$ cat src/rtl/dff_delay_line.sv
// dff_delay_line: multi-stage enabled delay line with flush, valid tracking, tap select and fill count
module dff_delay_line #(
    parameter int WIDTH        = 8,
    parameter int DEPTH        = 4,
    parameter int TAP_W        = $clog2(DEPTH + 1),
    parameter int ZERO_INVALID = 0
) (
    input  logic             clk,
    input  logic             rst,
    input  logic             en,
    input  logic             sclr,
    input  logic [TAP_W-1:0] tap,
    input  logic [WIDTH-1:0] inp,
    input  logic             in_valid,
    output logic [WIDTH-1:0] outp,
    output logic             out_valid,
    output logic [TAP_W-1:0] fill,
    output logic             full
);
    logic [WIDTH-1:0] r_data [1:DEPTH];
    logic [DEPTH:1]   r_valid;
    logic [TAP_W-1:0] r_fill;
    logic [TAP_W-1:0] w_sel;
    logic [WIDTH-1:0] w_in_data;
    assign w_in_data = (ZERO_INVALID != 0 && !in_valid) ? '0 : inp;
    assign w_sel     = (tap > TAP_W'(DEPTH)) ? TAP_W'(DEPTH) : tap;
    // stage registers: shift on enable, flush clears everything
    always_ff @(posedge clk or negedge rst) begin
        if (!rst) begin
            for (int i = 1; i <= DEPTH; i++) r_data[i] <= '0;
            r_valid <= '0;
        end else if (en) begin
            if (sclr) begin
                for (int i = 1; i <= DEPTH; i++) r_data[i] <= '0;
                r_valid <= '0;
            end else begin
                r_data[1]  <= w_in_data;
                r_valid[1] <= in_valid;
                for (int i = 2; i <= DEPTH; i++) begin
                    r_data[i]  <= r_data[i-1];
                    r_valid[i] <= r_valid[i-1];
                end
            end
        end
    end
    // occupancy: one in at the head, one out at the tail
    always_ff @(posedge clk or negedge rst) begin
        if (!rst) r_fill <= '0;
        else if (en) r_fill <= sclr ? '0 : r_fill + TAP_W'(in_valid) - TAP_W'(r_valid[DEPTH]);
    end
    assign outp      = (w_sel == '0) ? inp : r_data[w_sel];
    assign out_valid = (w_sel == '0) ? in_valid : r_valid[w_sel];
    assign fill      = r_fill;
    assign full      = (r_fill == TAP_W'(DEPTH));
endmodule
$ cat config.mk
export PLATFORM = sky130hd
export DESIGN_NAME = dff_delay_line
export DESIGN_NICKNAME = d
export VERILOG_FILES = /design/src/rtl/dff_delay_line.sv
export SDC_FILE = /design/constraint.sdc
export NUM_CORES = 1
export LEC_CHECK = 0
export BUFFER_PORTS_ARGS = -buffer_cell sky130_fd_sc_hd__buf_2
export CAP_MARGIN = 15
export CORE_ASPECT_RATIO = 1.5
export CORE_MARGIN = 8
export CORE_UTILIZATION = 55
export CTS_CLUSTER_DIAMETER = 50
export DETAILED_ROUTE_END_ITERATION = 7
export PLACE_DENSITY = 0.77
export SYNTH_ARGS = -nofsm -noshare
export SYNTH_HDL_FRONTEND = slang
export SYNTH_SLANG_ARGS = --single-unit
$ cat constraint.sdc
create_clock -name clk -period 3.89 [get_ports clk]
set_input_delay 0.389 -clock clk [delete_from_list [all_inputs] [get_ports clk]]
set_output_delay 0.389 -clock clk [all_outputs]
set_load 0.01 [all_outputs]
Word level (Yosys, flattened, before mapping)
Index checks and enable logic that the tools add are counted.

word-level totals
  flip-flop bits (word level) = 39
  input port bits = 16
  output and inout bits = 13
  word-level logic and storage cells = 25

cells by class
  add/subtract/negate cells = 2
  order comparisons = 3
  eq/ne operators = 1
  multiplexer cells = 11
  bitwise operators = 1
  reductions and logical operators = 1

operators by type and width
  operator              number
  $mux W32              1
  $bmux W8 S3           1
  $mux W8               3
  $mux W3               2
  $ge A4 B4 Y1 const B  1
  $lt A3 B4 Y1 const B  1
  $mux W4               1
  $not A3 Y4            1
  $add A3 B1 Y3         1
  $bmux W1 S3           1
  $eq A3 B3 Y1 const B  1
  $gt A3 B3 Y1 const B  1
  $logic_not A3 Y1      1
  $sub A3 B1 Y3         1
  $mux W1               2

Logic depth before layout (Yosys ltp)
Gate-level depths: netlist (run 1).

  depth after elaboration = 7
  gate-level depth with buffers = 9
  mapped depth without buffers = 9

Least setup slack after synthesis (run 1)
No wires, ideal clock.

  kind = flip-flop to flip-flop
  from = reg r_fill[0], in the netlist fill[0]
  to = reg r_fill[2], in the netlist fill[2]
  library setup time = 0.131 ns
  data arrival time = 1.736 ns
  required time = 3.759 ns
  slack = 2.024 ns
  cell stages (with the launch flop) = 10
  buffers on the path = 0
  path through = dfrtp_1 inv_1 ha_1 inv_1 ha_1 inv_1 fa_1 xor2_1 mux2i_1 o22ai_1

between the ends
  longest elaborated chain between the ends = 3

RTL lines
  element                   RTL line  source
  start: declaration        22        logic [TAP_W-1:0] r_fill;
  start signal: assignment  49        else if (en) r_fill <= sclr ? '0 : r_fill + TAP_W'(in_valid) - TAP_W'(r_valid[DEPTH]);
  $add A3 B1 Y3             49
  $sub A3 B1 Y3             49
  $mux W3                   49

No other way between the ends.
A chain may end at the register's enable or synchronous reset.

Worst setup path after layout (run 1)
Same ends and word-level chain as after synthesis.

==> insert_results.sql, run 1 <==
INSERT INTO impl_metrics (metric_group, metric, value, unit) VALUES
('critical_path', 'cp_top_family', 'adder cells', ''),
('global_route', 'grt.met3_usage', '4.43', '%'),
('clock_network', 'clock_network_latency_to_the_later_pin_of_the_worst_skew_pair', '300', 'ps'),
('route', 'detail-route-antenna-nets', '0', ''),
('clock_network', 'post_cts_buffers', '0', ''),
('sta', 'relSlewSlack', '42.6', '%'),
('critical_path', 'cp_slowest_cell', 'sky130_fd_sc_hd__dfrtp_1', ''),
('worst_hold_path', 'path_class_of_the_lowest_slack_min_delay_path', 'input port to async pin', ''),
('global_route', 'globalRoute.busiestLayer', 'met2', ''),
('global_route', 'grt_max_degree', '78', ''),
('clock_network', 'cts_buffers', '5', ''),
('logic_synthesis', 'synth_area_per_inst', '9.53', 'um^2'),
('sta', 'slew_viol_final', '0', ''),
('power', 'power-per-cell-area', '437', 'nW/um^2'),
('sta', 'totalNegativeSetupSlack', '0', 'ps'),
('place', 'hpwlAfterDp', '2760', 'um'),
('finish', 'diodes', '0', ''),
('power', 'power.ir.vdd_worst', '0.000303', 'V'),
('sta', 'maxClockFrequency', '0.522', 'GHz'),
('route', 'route.detailed.vias_per_inst', '5.72', ''),
('logic_synthesis', 'synthesized_netlist_cell_count', '218', ''),
('route', 'drt_first_pass_iters', '4', ''),
('critical_path', 'number_of_buffer_and_inverter_instances_along_the_worst_setup_path', '3', ''),
('route', 'drt-initial-drc-count', '76', ''),
('clock_network', 'ctsResizeCount', '0', ''),
('clock_network', 'hold_buffers', '0', ''),
('global_route', 'grt_pass1_vias', '1593', ''),
('critical_path', 'path_class', 'flop to flop', ''),
('sta', 'layout_setup_ws', '1970', 'ps'),
('place', 'globalplace.congestion', '0.758', ''),
('clock_network', 'cts.htree.levels', '2', ''),
('clock_network', 'root_cell_of_the_clock_tree', 'sky130_fd_sc_hd__clkbuf_8', ''),
('global_route', 'global_route.overflow_total', '0', ''),
('finish', 'drive_gt1_share', '16.3', '%'),
('logic_synthesis', 'async_reset_ff_share', '100', '%'),
('run_status', 'run_status', 'complete, no violations', ''),
('floorplanning', 'die_w', '66.2', 'um'),
('floorplanning', 'die_area', '6040', 'um^2'),
('logic_synthesis', 'synth_seq_area_share', '47.0', '%'),
('route', 'remaining_drc_errors', '0', ''),
('finish', 'finish.net_count', '257', ''),
('floorplanning', 'pin_count', '29', ''),
('finish', 'most-common-layout-cells', 'sky130_fd_sc_hd__inv_1 (40), sky130_fd_sc_hd__dfrtp_1 (39), sky130_fd_sc_hd__nand3b_1 (37)', ''),
('route', 'vias', '1613', ''),
('logic_synthesis', 'synth_fp_nets', '237', ''),
('critical_path', 'crit_fanout', '3', ''),
('logic_synthesis', 'mappedNetlistArea', '2080', 'um^2'),
('global_route', 'gr-usage-met1', '17.8', '%'),
('critical_path', 'crit_path_cell_trace', 'inv_1 > ha_1 > inv_1 > ha_1 > inv_1 > fa_1 > xor2_1 > mux2i_1 > o22ai_1', ''),
('logic_synthesis', 'yosys_warnings', '0', ''),
('critical_path', 'crit_arrival', '2070', 'ps'),
('critical_path', 'reg2reg_depth', '9', ''),
('power', 'cell_internal_pwr', '0.000757', 'W'),
('clock_network', 'clock_sink_count', '39', ''),
('logic_synthesis', 'netlist-cell-type-count', '24', ''),
('floorplanning', 'rows', '27', ''),
('critical_path', 'timing.critical_path.to_type', 'flop', ''),
('global_route', 'globalRouteTotalUtil', '15.5', '%'),
('critical_path', 'worst_path_most_repeated_cell', 'sky130_fd_sc_hd__inv_1', ''),
('clock_network', 'clock_pin_transition_on_the_worst_setup_and_hold_timing_paths', '80', 'ps'),
('global_route', 'first_pass_grt_wire_length', '7450', 'um'),
('logic_synthesis', 'synth_enable_flop_cells', '0', ''),
('sta', 'final-hold-violation-count', '0', ''),
('place', 'dp_worst_setup_slack', '1960', 'ps'),
('global_route', 'antenna_found_initial', '0', ''),
('sta', 'skew', '5.61', 'ps'),
('sta', 'post-route-min-period', '1920', 'ps'),
('sta', 'final.period_utilization', '49.3', '%'),
('critical_path', 'crit_path_start_kind', 'flop', ''),
('route', 'routed_wire_length_per_instance', '15.6', 'um'),
('power', 'total_design_power', '0.00102', 'W');
==> final cells by class <==
class                   instances  area (um^2)
repair buffers                 29          160
well taps                      43         53.8
flip-flops and latches         39          976
clock inverters                 2         60.1
clock buffers                   6         72.6
fillers                       325         1320
multi-input cells             123          858
inverters                      40          150
==> state kept, by name, indices dropped and copies added, names as in the netlist <==
| name | cells |
|---|---|
| r_valid | 4 |
| r_data | 32 |
| fill | 3 |
==> stage by stage <==
stage	cells	utilization, %	instance area (um^2)	hold slack, ps
6_report	282	63.9	2330	201
4_1_cts	281	63.3	2310	231
2_1_floorplan	218	-	2080	93.4
5_1_grt	282	63.9	2330	268
3_5_place_dp	273	59.7	2180	534
3_3_place_gp	273	59.7	2180	524
==> metal layers <==
| metal | vias up | wire (um) |
|---|---|---|
| met3 | 6 | 196 |
| li1 | 781 | - |
| met4 | 0 | 77 |
| met1 | 793 | 1930 |
| met5 | - | 0 |
| met2 | 33 | 2190 |
==> power by group through the flow <==
stage               sequential [W]  clock [W]  combinational, W
floorplan                 0.000469          0         0.0000991
global placement          0.000470          0          0.000150
detailed placement        0.000471          0          0.000154
CTS                       0.000463   0.000411          0.000154
global route              0.000467   0.000423          0.000173
finish                    0.000463   0.000401          0.000154
==> cells by family (layout without fill, tap and decap cells) <==
kind of cell | count (synthesis) | after routing | share of synthesized area (%)
multiplexers | 11 | 11 | 5.36
AND/OR/NAND/NOR | 52 | 52 | 17.1
XOR/XNOR | 1 | 1 | 0.422
buffers and inverters | 56 | 77 | 11.7
AO/OA/AOI/OAI | 56 | 56 | 16.3
flip-flops | 39 | 39 | 47.0
adder cells (fa/ha/maj) | 3 | 3 | 2.17
==> worst paths after layout <==
path | start | endpoint | slack [ps]
worst max-delay path | fill[0] | fill[2] | 1970
worst min-delay path | rst | r_data[1] | 200
worst max register to register | fill[0] | fill[2] | 1970
worst min register to register | r_data[1] | r_data[1] | 550
max in group asynchronous | rst | r_data[22] | 3150
min in group clk | inp[7] | r_data[31] | 350
==> cells in the mapped netlist (2+ instances only) <==
cell / count / area [um^2]
sky130_fd_sc_hd__inv_1: 40 / 150
sky130_fd_sc_hd__dfrtp_1: 39 / 976
sky130_fd_sc_hd__nand3b_1: 37 / 278
sky130_fd_sc_hd__o21ai_0: 28 / 140
sky130_fd_sc_hd__mux2i_1: 10 / 100
sky130_fd_sc_hd__a32oi_1: 9 / 78.8
sky130_fd_sc_hd__nand2_1: 9 / 33.8
sky130_fd_sc_hd__o211ai_1: 9 / 67.6
sky130_fd_sc_hd__o21ai_1: 9 / 45.0
sky130_fd_sc_hd__buf_2: 6 / 30.0
sky130_fd_sc_hd__clkbuf_1: 6 / 22.5
sky130_fd_sc_hd__buf_6: 3 / 33.8
sky130_fd_sc_hd__ha_1: 2 / 25.0
Power figures use the tool's default switching activity.
==> run 2: changes to the inputs <==
CORE_UTILIZATION = 51   (was 55)
PLACE_DENSITY = 0.75   (was 0.77)
clock period = 1.7 ns   (was 3.89 ns; I/O delays follow)
==> insert_results.sql, run 2 (synthesis gave the netlist of run 1 again) <==
INSERT INTO impl_metrics (metric_group, metric, value, unit) VALUES
('critical_path', 'crit_fanout', '2', ''),
('sta', 'final-hold-violation-count', '0', ''),
('route', 'remaining_drc_errors', '0', ''),
('critical_path', 'critPathMaxStageDelay', '520', 'ps'),
('critical_path', 'path_class', 'flop to flop', ''),
('floorplanning', 'pin_count', '29', ''),
('finish', 'finish.net_count', '269', ''),
('critical_path', 'cp_slowest_cell', 'sky130_fd_sc_hd__fa_2', ''),
('floorplanning', 'die_w', '68.1', 'um'),
('critical_path', 'number_of_buffer_and_inverter_instances_along_the_worst_setup_path', '3', ''),
('route', 'detail-route-antenna-nets', '0', ''),
('finish', 'top_register', 'r_data', ''),
('clock_network', 'clock_sink_count', '39', ''),
('finish', 'layout_commonest_cell', 'sky130_fd_sc_hd__dfrtp_1', ''),
('place', 'dp_worst_setup_slack', '-153', 'ps'),
('sta', 'post-route-min-period', '1820', 'ps'),
('critical_path', 'crit_path_start_kind', 'flop', ''),
('critical_path', 'critPathRequiredTime', '1880', 'ps'),
('clock_network', 'root_cell_of_the_clock_tree', 'sky130_fd_sc_hd__clkbuf_8', ''),
('critical_path', 'cp_top_family', 'adder cells', ''),
('job', 'timing.max_cap.violations', '0', ''),
('global_route', 'grt_pass1_vias', '1740', ''),
('critical_path', 'crit_path_cell_trace', 'inv_2 > ha_4 > inv_2 > ha_4 > inv_2 > fa_2 > nor2_1 > mux2_2', ''),
('sta', 'slew_viol_final', '0', ''),
('sta', 'tightestPinTransition', '474', 'ps'),
('floorplanning', 'die_height', '94.2', 'um'),
('run_status', 'run_status', 'finished with violations', ''),
('power', 'leakage_power', '1.07', 'nW'),
('place', 'hpwlAfterDp', '3070', 'um'),
('run_status', 'violations', 'negative setup slack', ''),
('route', 'drt-initial-drc-count', '68', ''),
('critical_path', 'crit_arrival', '2000', 'ps'),
('clock_network', 'cts_buffers', '5', ''),
('finish', 'largest_register_ffs', '32', ''),
('critical_path', 'worst_path_most_repeated_cell', 'sky130_fd_sc_hd__inv_2', ''),
('global_route', 'antenna_found_initial', '0', ''),
('place', 'numPortBuffers', '28', ''),
('critical_path', 'timing.critical_path.to_type', 'flop', ''),
('power', 'power-per-cell-area', '857', 'nW/um^2'),
('power', 'total_design_power', '0.00207', 'W'),
('route', 'routed_wl', '4540', 'um'),
('sta', 'final.period_utilization', '107', '%'),
('sta', 'skew', '9.49', 'ps'),
('sta', 'relSlewSlack', '68.4', '%'),
('floorplanning', 'core_area', '3920', 'um^2'),
('route', 'route.detailed.vias_per_inst', '5.58', ''),
('clock_network', 'clock_pin_transition_on_the_worst_setup_and_hold_timing_paths', '80', 'ps'),
('clock_network', 'cts_tree', 'built', ''),
('route', 'vias', '1651', ''),
('finish', 'most-common-layout-cells', 'sky130_fd_sc_hd__dfrtp_1 (39), sky130_fd_sc_hd__inv_1 (37), sky130_fd_sc_hd__nand3b_1 (37)', ''),
('finish', 'drive_gt1_share', '22.7', '%'),
('power', 'power.ir.vdd_worst', '0.000648', 'V'),
('worst_hold_path', 'path_class_of_the_lowest_slack_min_delay_path', 'input port to flop', ''),
('sta', 'layout_setup_ws', '-120', 'ps'),
('sta', 'finalSetupViolCount', '2', ''),
('clock_network', 'clock_network_latency_to_the_later_pin_of_the_worst_skew_pair', '300', 'ps'),
('global_route', 'globalRouteTotalUtil', '15.8', '%'),
('finish', 'area_growth', '16.3', '%'),
('route', 'routed_wire_length_per_instance', '15.3', 'um'),
('global_route', 'first_pass_grt_wire_length', '7870', 'um'),
('route', 'drt_first_pass_iters', '4', ''),
('floorplanning', 'rows', '28', ''),
('clock_network', 'clock_path_buffers', '2', ''),
('place', 'globalplace.congestion', '0.771', ''),
('global_route', 'global_route.overflow_total', '0', ''),
('clock_network', 'cts.htree.levels', '2', ''),
('finish', 'diodes', '0', ''),
('sta', 'maxClockFrequency', '0.549', 'GHz'),
('floorplanning', 'die_area', '6420', 'um^2'),
('global_route', 'grt_max_degree', '44', ''),
('floorplanning', 'initial_utilization', '53.0', '%'),
('sta', 'unrepaired_setup_endpoints_after_global_routing', 'yes', '');
[run 2: worst paths after layout]
path                             from    endpoint  slack, ps  cells past startpoint
setup / recovery              fill[0]     fill[1]       -120                      8
hold / removal                 inp[4]  r_data[28]        130                      3
setup reg to reg              fill[0]     fill[1]       -120                      8
hold reg to reg            r_valid[1]  r_valid[2]        540                      2
max in group asynchronous         rst   r_data[5]        870                      3
min in group asynchronous         rst  r_data[31]        360                      2
[run 2: cell type report]
| class | instances | area, um^2 |
|---|---|---|
| repair buffers | 41 | 265 |
| multi-input cells | 123 | 886 |
| fillers | 359 | 1510 |
| clock inverters | 3 | 15.0 |
| inverters | 40 | 150 |
| well taps | 45 | 56.3 |
| clock buffers | 5 | 68.8 |
| flip-flops and latches | 39 | 976 |
[run 2: metal layers]
metal / track usage [%] / wire (um) / vias up
li1: - / - / 806
met1: 19.5 / 2090 / 802
met2: 25.3 / 2160 / 36
met3: 3.70 / 219 / 7
met4: 6.86 / 70 / 0
met5: 0 / 0 / -
[run 2: worst register-to-register path, cell delays in order, from the launching register on]
cell and delay, ps:
sky130_fd_sc_hd__dfrtp_1 400, sky130_fd_sc_hd__inv_2 80, sky130_fd_sc_hd__ha_4 200, sky130_fd_sc_hd__inv_2 60
sky130_fd_sc_hd__ha_4 120, sky130_fd_sc_hd__inv_2 30, sky130_fd_sc_hd__fa_2 520, sky130_fd_sc_hd__nor2_1 40
sky130_fd_sc_hd__mux2_2 260
[run 2: stage by stage]
| step | instances | area (um^2) | hold slack, ps | TNS, ps | util [%] |
|---|---|---|---|---|---|
| global placement | 285 | 2280 | 146 | -175 | 58.2 |
| detailed placement | 285 | 2280 | 151 | -299 | 58.2 |
| floorplan | 218 | 2080 | -126 | -232 | - |
| finish | 296 | 2420 | 126 | -239 | 61.6 |
| CTS | 295 | 2380 | 123 | -297 | 60.8 |
| global route | 296 | 2420 | 141 | -358 | 61.6 |
[run 2: where the power goes]
part	internal, W	leakage, nW	switching, W	total [W]
clock network	0.000281	0.0477	0.000330	0.000611
registers	0.000997	0.527	0.0000637	0.00106
logic	0.000183	0.495	0.000218	0.000401
total	0.00146	1.07	0.000611	0.00207
[run 2: what timing repair did]
| item | 4_1_cts | 5_1_grt |
|---|---|---|
| pin swaps | 0 | 3 |
| gates resized for setup | 0 | 6 |
| setup endpoints to repair | 2 | 2 |
| hold endpoints to repair | 18 | 0 |
| setup buffers | 1 | 1 |
| hold buffers | 1 | 0 |
==> run 3: changes to the inputs <==
CORE_UTILIZATION = 53   (was 51)
CTS_BUF_LIST = sky130_fd_sc_hd__clkbuf_8   (was default)
PLACE_DENSITY = 0.77   (was 0.75)
==> insert_results.sql, run 3 (synthesis gave the netlist of run 1 again) <==
INSERT INTO impl_metrics (metric_group, metric, value, unit) VALUES
('critical_path', 'path_depth', '9', ''),
('global_route', 'antenna_found_initial', '0', ''),
('power', 'power.ir.vdd_worst', '0.000753', 'V'),
('route', 'vias', '1642', ''),
('floorplanning', 'pin_count', '29', ''),
('critical_path', 'worstReg2RegStart', 'fill[0]', ''),
('critical_path', 'crit_path_cell_trace', 'inv_2 > ha_4 > inv_2 > ha_4 > inv_2 > fa_2 > xor2_2 > mux2i_1 > o22ai_1', ''),
('power', 'leakage_power', '1.04', 'nW'),
('critical_path', 'cp_top_family', 'adder cells', ''),
('sta', 'post-route-min-period', '1780', 'ps'),
('finish', 'top_register', 'r_data', ''),
('sta', 'maxClockFrequency', '0.561', 'GHz'),
('job', 'timing.max_cap.violations', '0', ''),
('power', 'p_sw', '0.000577', 'W'),
('floorplanning', 'initial_utilization', '53.9', '%'),
('power', 'cell_internal_pwr', '0.00144', 'W'),
('finish', 'area_growth', '14.7', '%'),
('floorplanning', 'die_height', '92.7', 'um'),
('power', 'power-per-cell-area', '848', 'nW/um^2'),
('sta', 'unrepaired_setup_endpoints_after_global_routing', 'yes', ''),
('global_route', 'first_pass_grt_wire_length', '7670', 'um'),
('clock_network', 'root_cell_of_the_clock_tree', 'sky130_fd_sc_hd__clkbuf_8', ''),
('sta', 'final-hold-violation-count', '0', ''),
('global_route', 'globalRouteTotalUtil', '16.0', '%'),
('clock_network', 'cts_buffers', '5', ''),
('global_route', 'grt_max_degree', '40', ''),
('critical_path', 'cp_slowest_cell', 'sky130_fd_sc_hd__dfrtp_1', ''),
('critical_path', 'crit_arrival', '1950', 'ps'),
('finish', 'layout.area.seq', '976', 'um^2'),
('power', 'pwr-share-comb', '19.6', '%'),
('route', 'drt_first_pass_iters', '5', ''),
('critical_path', 'critPathRequiredTime', '1860', 'ps'),
('critical_path', 'last_element_of_the_critical_path', 'fill[2]', ''),
('finish', 'multi_input_combinational_cell_area', '893', 'um^2'),
('clock_network', 'clock_network_latency_to_the_later_pin_of_the_worst_skew_pair', '290', 'ps'),
('sta', 'relSlewSlack', '68.6', '%'),
('run_status', 'run_status', 'finished with violations', ''),
('finish', 'fillCellCount', '366', ''),
('clock_network', 'clock_pin_transition_on_the_worst_setup_and_hold_timing_paths', '70', 'ps'),
('worst_hold_path', 'whs_path_depth', '3', ''),
('power', 'switching_share', '28.6', '%'),
('finish', 'most-common-layout-cells', 'sky130_fd_sc_hd__dfrtp_1 (39), sky130_fd_sc_hd__inv_1 (38), sky130_fd_sc_hd__nand3b_1 (37)', ''),
('floorplanning', 'die_area', '6220', 'um^2'),
('route', 'routed_wire_length_per_instance', '15.7', 'um'),
('finish', 'largest_register_ffs', '32', ''),
('finish', 'finish.net_count', '265', ''),
('power', 'sequential_share_of_power', '52.6', '%'),
('global_route', 'grt_pass1_vias', '1750', ''),
('route', 'drt-initial-drc-count', '73', ''),
('critical_path', 'reg2reg_depth', '9', ''),
('global_route', 'global_route.overflow_total', '0', ''),
('critical_path', 'timing.critical_path.from', 'fill[0]', ''),
('sta', 'final.period_utilization', '105', '%'),
('clock_network', 'cts_tree', 'built', ''),
('run_status', 'violations', 'negative setup slack', ''),
('power', 'power.clock.fraction', '27.8', '%'),
('critical_path', 'number_of_buffer_and_inverter_instances_along_the_worst_setup_path', '3', ''),
('floorplanning', 'core_area', '3850', 'um^2'),
('sta', 'finalSetupViolCount', '2', ''),
('critical_path', 'timing.critical_path.to_type', 'flop', ''),
('critical_path', 'critPathMaxStageDelay', '390', 'ps'),
('sta', 'skew', '5.08', 'ps'),
('route', 'routed_wl', '4550', 'um'),
('floorplanning', 'die_w', '67.1', 'um'),
('worst_hold_path', 'path_class_of_the_lowest_slack_min_delay_path', 'input port to flop', ''),
('clock_network', 'cts.htree.levels', '2', ''),
('worst_hold_path', 'hold_wc_startpoint', 'inp[4]', ''),
('sta', 'tightestPinTransition', '471', 'ps'),
('clock_network', 'clock_path_buffers', '2', ''),
('finish', 'diodes', '0', ''),
('floorplanning', 'rows', '28', ''),
('critical_path', 'timing.reg2reg.setup_slack', '-80', 'ps'),
('critical_path', 'crit_fanout', '2', ''),
('route', 'detail-route-antenna-nets', '0', ''),
('route', 'remaining_drc_errors', '0', ''),
('finish', 'layout_commonest_cell', 'sky130_fd_sc_hd__dfrtp_1', ''),
('route', 'route.detailed.vias_per_inst', '5.66', ''),
('place', 'hpwlAfterDp', '3020', 'um'),
('place', 'globalplace.congestion', '0.795', ''),
('critical_path', 'crit_path_start_kind', 'flop', ''),
('sta', 'layout_setup_ws', '-83.0', 'ps'),
('finish', 'stdcell_area', '2380', 'um^2'),
('place', 'place_area', '2270', 'um^2'),
('sta', 'slew_viol_final', '0', ''),
('clock_network', 'clock_sink_count', '39', ''),
('finish', 'post-route-util', '61.9', '%'),
('critical_path', 'path_class', 'flop to flop', ''),
('critical_path', 'worst_r2r_dst', 'fill[2]', ''),
('place', 'numPortBuffers', '28', ''),
('critical_path', 'worst_path_most_repeated_cell', 'sky130_fd_sc_hd__inv_2', ''),
('finish', 'drive_gt1_share', '20.8', '%');
run 3: cell count changes in the layout (fill, tap and decap cells not counted), sizes merged:
cell	change
inv	+1
clkinv	-3
buf	-4
run 3: final cells by class:
| type | instances | share of cell area (%) |
|---|---|---|
| timing repair buffer | 37 | 9.87 |
| multi-input combinational | 123 | 37.5 |
| sequential | 39 | 40.9 |
| clock buffer | 5 | 2.89 |
| inverter | 40 | 6.30 |
| tap | 45 | 2.36 |
| clock inverter | 1 | 0.157 |
run 3: repair_timing:
action	in CTS	in global routing
hold buffers	1	0
buffers inserted	0	0
pin swaps	1	0
hold endpoints to repair	39	0
gates resized for setup	6	1
endpoints found under the setup margin	2	2
run 3: tightest hold or removal path: stages:
cell                       delay (ps)
sky130_fd_sc_hd__buf_2             90
sky130_fd_sc_hd__nand3b_1          60
sky130_fd_sc_hd__o21ai_0           60
run 3: how the worst min path moves through the flow:
stage / endpoint / slack, ps
floorplan: fill[0] / -130
global placement: r_data[31] / 150
detailed placement: r_data[25] / 150
CTS: r_data[27] / 130
global route: r_data[28] / 130
finish: r_data[28] / 130
run 3: power by group through the flow:
stage	clock (W)	combinational, W	sequential, W
after floorplan	0	0.000228	0.00107
after global placement	0	0.000369	0.00107
after detailed placement	0	0.000380	0.00107
after CTS	0.000583	0.000397	0.00106
after global routing	0.000618	0.000445	0.00107
final	0.000561	0.000397	0.00106
run 3: metrics by stage:
step / hold WS [ps] / instances / worst slack, ps / power [W] / TNS [ps]
floorplan: -126 / 218 / -126 / 0.00130 / -232
global placement: 154 / 283 / -80.2 / 0.00144 / -156
detailed placement: 154 / 283 / -156 / 0.00145 / -285
CTS: 126 / 290 / -95.5 / 0.00204 / -180
global route: 129 / 290 / -163 / 0.00213 / -307
finish: 133 / 290 / -83.0 / 0.00202 / -162
run 3: per-layer routing:
| metal | GRT usage, % | vias to the layer above | wire [um] |
|---|---|---|---|
| li1 | - | 794 | - |
| met1 | 17.6 | 808 | 1860 |
| met2 | 27.4 | 33 | 2400 |
| met3 | 4.96 | 7 | 207 |
| met4 | 6.48 | 0 | 72 |
| met5 | 0 | - | 0 |
